[src/rtl/microbot_motion_sequencer.sv]
// Microbot motion sequencer: debounced obstacle avoidance with priority over host motion commands.
// Latency: a stable raw sensor reaches the filter after DEB_CYCLES-1 edges and the motors one edge later.
// Backpressure: cmd_ready is low while en is low, during manoeuvres, or while an obstacle is seen in FWD.
// Optional feature: define AVOID_CNT_EN to add the saturating avoid_cnt[7:0] output.
module microbot_motion_sequencer #(
  parameter int DEB_CYCLES  = 3,
  parameter int REV_CYCLES  = 8,
  parameter int TURN_CYCLES = 16
) (
  input  logic       clk,
  input  logic       rst,
  input  logic       en,
  input  logic [2:0] sensor,
  input  logic       cmd_valid,
  input  logic [1:0] cmd,
  output logic       cmd_ready,
  output logic [1:0] motor_l,
  output logic [1:0] motor_r,
  output logic [2:0] state,
  output logic       busy
`ifdef AVOID_CNT_EN
  ,
  output logic [7:0] avoid_cnt
`endif
);

  typedef enum logic [2:0] {
    S_IDLE   = 3'd0,
    S_FWD    = 3'd1,
    S_REV    = 3'd2,
    S_TURN_L = 3'd3,
    S_TURN_R = 3'd4
  } state_e;

  localparam logic [1:0] CMD_STOP   = 2'b00;
  localparam logic [1:0] CMD_GO     = 2'b01;
  localparam logic [1:0] CMD_SPIN_L = 2'b10;
  localparam logic [1:0] CMD_SPIN_R = 2'b11;

  localparam logic [1:0] DRV_OFF = 2'b00;
  localparam logic [1:0] DRV_FWD = 2'b10;
  localparam logic [1:0] DRV_REV = 2'b01;

  localparam logic [3:0] DEB_LAST  = 4'(DEB_CYCLES - 1);
  localparam logic [7:0] REV_LOAD  = 8'(REV_CYCLES - 1);
  localparam logic [7:0] TURN_LOAD = 8'(TURN_CYCLES - 1);

  state_e          state_q, state_d;
  logic [7:0]      timer_q, timer_d;
  logic            run_q, run_d;
  logic [2:0]      filt_q, filt_d;
  logic [2:0][3:0] deb_cnt_q, deb_cnt_d;
  logic [1:0]      motor_l_q, motor_l_d;
  logic [1:0]      motor_r_q, motor_r_d;
  logic            busy_q, busy_d;
  logic            cmd_acc;

  assign cmd_ready = en && !rst &&
                     ((state_q == S_IDLE) || ((state_q == S_FWD) && (filt_q == 3'b000)));
  assign cmd_acc   = cmd_valid && cmd_ready;

  // Per-bit debounce: the filtered bit flips only after DEB_CYCLES consecutive differing samples.
  always_comb begin
    filt_d    = filt_q;
    deb_cnt_d = deb_cnt_q;
    for (int i = 0; i < 3; i++) begin
      if (sensor[i] != filt_q[i]) begin
        if (deb_cnt_q[i] == DEB_LAST) begin
          filt_d[i]    = sensor[i];
          deb_cnt_d[i] = 4'd0;
        end else begin
          deb_cnt_d[i] = deb_cnt_q[i] + 4'd1;
        end
      end else begin
        deb_cnt_d[i] = 4'd0;
      end
    end
  end

  // Next-state logic: sensors win in FWD, manoeuvres run to completion, en low freezes everything.
  always_comb begin
    state_d = state_q;
    timer_d = timer_q;
    run_d   = run_q;
    if (en) begin
      case (state_q)
        S_IDLE: begin
          if (cmd_acc) begin
            case (cmd)
              CMD_GO: begin
                run_d   = 1'b1;
                state_d = S_FWD;
              end
              CMD_SPIN_L: begin
                state_d = S_TURN_L;
                timer_d = TURN_LOAD;
              end
              CMD_SPIN_R: begin
                state_d = S_TURN_R;
                timer_d = TURN_LOAD;
              end
              default: ;
            endcase
          end
        end
        S_FWD: begin
          if (filt_q[1] || (filt_q == 3'b101)) begin
            state_d = S_REV;
            timer_d = REV_LOAD;
          end else if (filt_q == 3'b100) begin
            state_d = S_TURN_R;
            timer_d = TURN_LOAD;
          end else if (filt_q == 3'b001) begin
            state_d = S_TURN_L;
            timer_d = TURN_LOAD;
          end else if (cmd_acc) begin
            case (cmd)
              CMD_STOP: begin
                run_d   = 1'b0;
                state_d = S_IDLE;
              end
              CMD_SPIN_L: begin
                state_d = S_TURN_L;
                timer_d = TURN_LOAD;
              end
              CMD_SPIN_R: begin
                state_d = S_TURN_R;
                timer_d = TURN_LOAD;
              end
              default: ;
            endcase
          end
        end
        S_REV: begin
          if (timer_q == 8'd0) begin
            state_d = S_TURN_R;
            timer_d = TURN_LOAD;
          end else begin
            timer_d = timer_q - 8'd1;
          end
        end
        S_TURN_L, S_TURN_R: begin
          if (timer_q == 8'd0) begin
            state_d = run_q ? S_FWD : S_IDLE;
          end else begin
            timer_d = timer_q - 8'd1;
          end
        end
        default: state_d = S_IDLE;
      endcase
    end
  end

  // Output decode from the next state; motors are forced off while disabled.
  always_comb begin
    motor_l_d = DRV_OFF;
    motor_r_d = DRV_OFF;
    busy_d    = (state_d == S_REV) || (state_d == S_TURN_L) || (state_d == S_TURN_R);
    if (en) begin
      case (state_d)
        S_FWD:    begin motor_l_d = DRV_FWD; motor_r_d = DRV_FWD; end
        S_REV:    begin motor_l_d = DRV_REV; motor_r_d = DRV_REV; end
        S_TURN_L: begin motor_l_d = DRV_REV; motor_r_d = DRV_FWD; end
        S_TURN_R: begin motor_l_d = DRV_FWD; motor_r_d = DRV_REV; end
        default:  begin motor_l_d = DRV_OFF; motor_r_d = DRV_OFF; end
      endcase
    end
  end

  // State, timer, filter and registered outputs.
  always_ff @(posedge clk) begin
    if (rst) begin
      state_q   <= S_IDLE;
      timer_q   <= 8'd0;
      run_q     <= 1'b0;
      filt_q    <= 3'b000;
      deb_cnt_q <= '0;
      motor_l_q <= DRV_OFF;
      motor_r_q <= DRV_OFF;
      busy_q    <= 1'b0;
    end else begin
      state_q   <= state_d;
      timer_q   <= timer_d;
      run_q     <= run_d;
      filt_q    <= filt_d;
      deb_cnt_q <= deb_cnt_d;
      motor_l_q <= motor_l_d;
      motor_r_q <= motor_r_d;
      busy_q    <= busy_d;
    end
  end

  assign state   = state_q;
  assign motor_l = motor_l_q;
  assign motor_r = motor_r_q;
  assign busy    = busy_q;

`ifdef AVOID_CNT_EN
  logic [7:0] avoid_cnt_q;
  logic       avoid_hit;

  // Any obstacle seen while enabled in FWD forces a manoeuvre, so that is exactly one avoidance.
  assign avoid_hit = en && (state_q == S_FWD) && (filt_q != 3'b000);

  // Saturating count of sensor-triggered manoeuvres.
  always_ff @(posedge clk) begin
    if (rst) begin
      avoid_cnt_q <= 8'd0;
    end else if (avoid_hit && (avoid_cnt_q != 8'hFF)) begin
      avoid_cnt_q <= avoid_cnt_q + 8'd1;
    end
  end

  assign avoid_cnt = avoid_cnt_q;
`endif

endmodule

[config.mk]
export PLATFORM = sky130hd
export DESIGN_NAME = microbot_motion_sequencer
export DESIGN_NICKNAME = d
export VERILOG_FILES = /design/src/rtl/microbot_motion_sequencer.sv
export SDC_FILE = /design/constraint.sdc
export NUM_CORES = 1
export LEC_CHECK = 0
export ABC_AREA = 0
export CORE_MARGIN = 3
export CORE_UTILIZATION = 40
export DETAILED_ROUTE_END_ITERATION = 10
export DONT_BUFFER_PORTS = 1
export GPL_TIMING_DRIVEN = 1
export PLACE_DENSITY = 0.61
export SLEW_MARGIN = 20
export SYNTH_ARGS = -nofsm -noshare
export SYNTH_HDL_FRONTEND = slang
export SYNTH_SLANG_ARGS = --single-unit
[constraint.sdc]
create_clock -name clk -period 2.6 [get_ports clk]
set_clock_uncertainty 0.2 [all_clocks]
set_input_delay 0.26 -clock clk [delete_from_list [all_inputs] [get_ports clk]]
set_output_delay 0.26 -clock clk [all_outputs]
set_load 0.01 [all_outputs]
==> flow_metrics.env <==
export IMPL_setup_viol=0
export IMPL_relSlewSlack_pct=54.2
export IMPL_start_util_pct=42.6
export IMPL_via_per_inst=5.53
export IMPL_path_max_fanout=7
export IMPL_via_count=1564
export IMPL_whs_path_depth=2
export IMPL_ant_nets=0
export IMPL_cts_tree="done"
export IMPL_clkSlewWorstSetupHoldPaths_ns=0.07
export IMPL_worstMarginPinSlew_ns=0.684
export IMPL_drc_errors=0
export IMPL_hp_start="rst"
export IMPL_io_pins=18
export IMPL_synth_area_um2=1910
export IMPL_synth_warnings=0
export IMPL_p_leak_nw=0.805
export IMPL_drv_cap=0
export IMPL_fin_crit_ns=2.38
export IMPL_rows=24
export IMPL_ys_seq_elements=32
export IMPL_drive_gt1_share_pct=10.4
export IMPL_worstSkewPairLatency_ns=0.28
export IMPL_endpoint_kind="flip-flop"
export IMPL_peakVddDrop_uv=299
export IMPL_power_density_nw_per_um2=606
export IMPL_die_x_um=75.1
export IMPL_place_hpwl_um=2800
export IMPL_cts_made_buffers=5
export IMPL_syn_to_final_growth_pct=11.7
export IMPL_r2r_cells=8
export IMPL_wire_per_inst_um=14.1
export IMPL_die_area_um2=5630
export IMPL_crit_required_ns=2.56
export IMPL_cts_root_buffer="clkbuf_8"
export IMPL_fin_setup_tns_ns=0
export IMPL_gr_total_overflow=0
export IMPL_period_share_pct=91.7
export IMPL_cts_setup_buffers=0
export IMPL_fmax_mhz=419
export IMPL_instances_no_fill=283
export IMPL_first_pass_iters=4
export IMPL_status="complete, no violations"
export IMPL_final_hold_viol_count=0
export IMPL_hold_path_endpoint="deb_cnt_q[1]$_SDFF_PP0_"
export IMPL_ys_seq_area_share_pct=33.6
export IMPL_grt_max_degree=19
export IMPL_grt_pass1_vias=1400
export IMPL_grt_pass1_wl_um=6560
export IMPL_gp_congestion=0.788
export IMPL_core_um2=4470
export IMPL_syn_nets=243
export IMPL_wirelength_um=3990
export IMPL_cts_max_path_buffers=2
export IMPL_grt_antenna_before_repair=0
export IMPL_cts_sinks=32
export IMPL_hold_class="input port to flip-flop"
export IMPL_dp_cells=270
export IMPL_diodes=0
export IMPL_timing_rr_start="timer_q[0]$_SDFFE_PP0P_"
export IMPL_arrival_ns=2.34
export IMPL_hold_slack_ns=0.0180
export IMPL_drt_iter0_drc=70
export IMPL_fin_nets=251
export IMPL_worstSetupPathType="flip-flop to flip-flop"
export IMPL_cp_start_kind="flip-flop"
export IMPL_drv_slew=0
export IMPL_ys_types=48
export IMPL_rsz0062_at_grt="no"
export IMPL_r2r_slack_ns=0.22
export IMPL_timing_rr_end="motor_l[1]$_SDFF_PP0_"
export IMPL_die_h_um=75.1
export IMPL_syn_inst=222
export IMPL_grt_usage_pct=15.2
export IMPL_portBuffers=0
export IMPL_synth_avg_cell_area_um2=8.59
export IMPL_htree_levels=2
==> registers in the layout (all words and copies together) (netlist names) <==
name / flops
filt_q: 3
busy: 1
run_q: 1
timer_q: 8
state: 3
deb_cnt_q: 12
motor_l: 2
motor_r: 2
==> critical path: stages, from the launching register on <==
cell,delay [ns]
dfxtp_1,0.31
inv_1,0.08
ha_1,0.24
nor4b_4,0.33
nand2_2,0.16
a32o_2,0.33
a311oi_4,0.37
xor2_1,0.18
nor3_1,0.06
==> repair_timing <==
item / 4_1_cts / 5_1_grt
endpoints found under the hold margin: 16 / 0
hold buffers: 5 / 0
gates resized for setup: 0 / 0
==> worst max path at each step <==
stage	start	endpoint	slack [ns]	cells past startpoint
after global placement	timer_q[0]$_SDFFE_PP0P_	motor_l[1]$_SDFF_PP0_	0.28	8
after floorplan	timer_q[0]$_SDFFE_PP0P_	motor_l[1]$_SDFF_PP0_	0.42	8
final	timer_q[0]$_SDFFE_PP0P_	motor_l[1]$_SDFF_PP0_	0.22	8
after CTS	timer_q[0]$_SDFFE_PP0P_	motor_l[1]$_SDFF_PP0_	0.23	8
after detailed placement	timer_q[0]$_SDFFE_PP0P_	motor_l[1]$_SDFF_PP0_	0.24	8
after global routing	timer_q[0]$_SDFFE_PP0P_	motor_l[1]$_SDFF_PP0_	0.08	8
==> cells by family (layout without fill, tap and decap cells) <==
logic type / Yosys count / after routing / share of synthesized area, %
AOI/OAI and AO/OA: 43 / 43 / 18.0
xor gates and xnor gates: 13 / 13 / 5.97
adders and majority gates: 12 / 12 / 7.87
buffers and inverters: 17 / 26 / 3.67
DFF: 32 / 32 / 33.6
muxes: 4 / 4 / 2.10
and+or+nand+nor: 101 / 101 / 28.9
==> layer usage <==
| metal | track usage (%) | vias to the layer above | wire (um) |
|---|---|---|---|
| met5 | 0 | - | 0 |
| met4 | 3.56 | 0 | 19 |
| met3 | 4.81 | 4 | 210 |
| met2 | 22.6 | 22 | 1720 |
| met1 | 21.4 | 724 | 2040 |
| li1 | - | 814 | - |
==> cell usage after synthesis, drive strengths merged <==
cell type   n  share of area (%)
nand2b      5                1.6
a31oi       5                2.0
inv         8                1.6
buf         5                1.3
nand3       8                2.1
nor2       34                6.7
o31ai       3                1.2
a21oi       8                2.1
a2111o      1               0.59
or2b        2               0.79
or3b        1               0.46
dfxtp      32                 34
or4b        1               0.72
and3b       1               0.46
nand2      10                2.1
a311oi      5                3.2
nand4       3               0.98
nor4b       2                1.7
or4         1               0.39
and2        2               0.66
o31a        1               0.46
xor2        4                1.8
o21a        2               0.79
a211oi      2               0.79
ha         12                7.9
o21ai       8                2.1
o22ai       2               0.66
nor2b       3               0.98
nor3b       6                2.4
or2         2               0.79
a31o        1               0.46
a32o        1               0.59
o211a       1               0.52
a41oi       1               0.85
xnor2       9                4.1
or3         6                2.0
clkbuf      4               0.79
nand3b      2               0.79
o32ai       2                1.7
nor3       10                2.6
mux2i       4                2.1
nor4        2               0.66
==> per-stage QoR <==
step                      total power [W]  utilization (%)  area [um2]  setup slack, ns
after global placement           0.000818             44.0        1970            0.277
after global routing              0.00137             47.7        2130           0.0837
after floorplan                  0.000773                -        1910            0.418
after detailed placement         0.000818             44.0        1970            0.244
after CTS                         0.00131             47.7        2130            0.226
final                             0.00129             47.7        2130            0.216
==> cell type report <==
cell class              count  area [um2]
clock inverters             3        42.5
clock buffers               5        68.8
fillers                   438        2340
repair buffers             10        87.6
well taps                  52        65.1
flip-flops and latches     32         641
inverters                   8        30.0
multi-input cells         173        1200
==> layout by cell type (no fill, tap or decap), types with 3 or more instances in the layout <==
| cell | instances |
|---|---|
| or3_1 | 6 |
| nand4_1 | 3 |
| nand2b_1 | 5 |
| nor2_1 | 34 |
| nor3b_1 | 6 |
| nor3_1 | 10 |
| o21ai_0 | 7 |
| buf_4 | 5 |
| xnor2_1 | 9 |
| nand3_1 | 8 |
| o31ai_1 | 3 |
| nand2_1 | 9 |
| xor2_1 | 4 |
| mux2i_1 | 4 |
| clkbuf_8 | 5 |
| ha_1 | 12 |
| a311oi_1 | 4 |
| dfxtp_1 | 32 |
| nor2b_1 | 3 |
| a31oi_1 | 4 |
| dlygate4sd3_1 | 5 |
| a21oi_1 | 8 |
| inv_1 | 8 |
==> power breakdown <==
| part | switching (W) | internal, W | leakage (nW) |
|---|---|---|---|
| Combinational | 0.000150 | 0.000122 | 0.491 |
| Clock | 0.000188 | 0.000283 | 0.0541 |
| Sequential | 0.0000328 | 0.000516 | 0.260 |
| Total | 0.000370 | 0.000922 | 0.805 |
(Power assumes the default switching activity.)
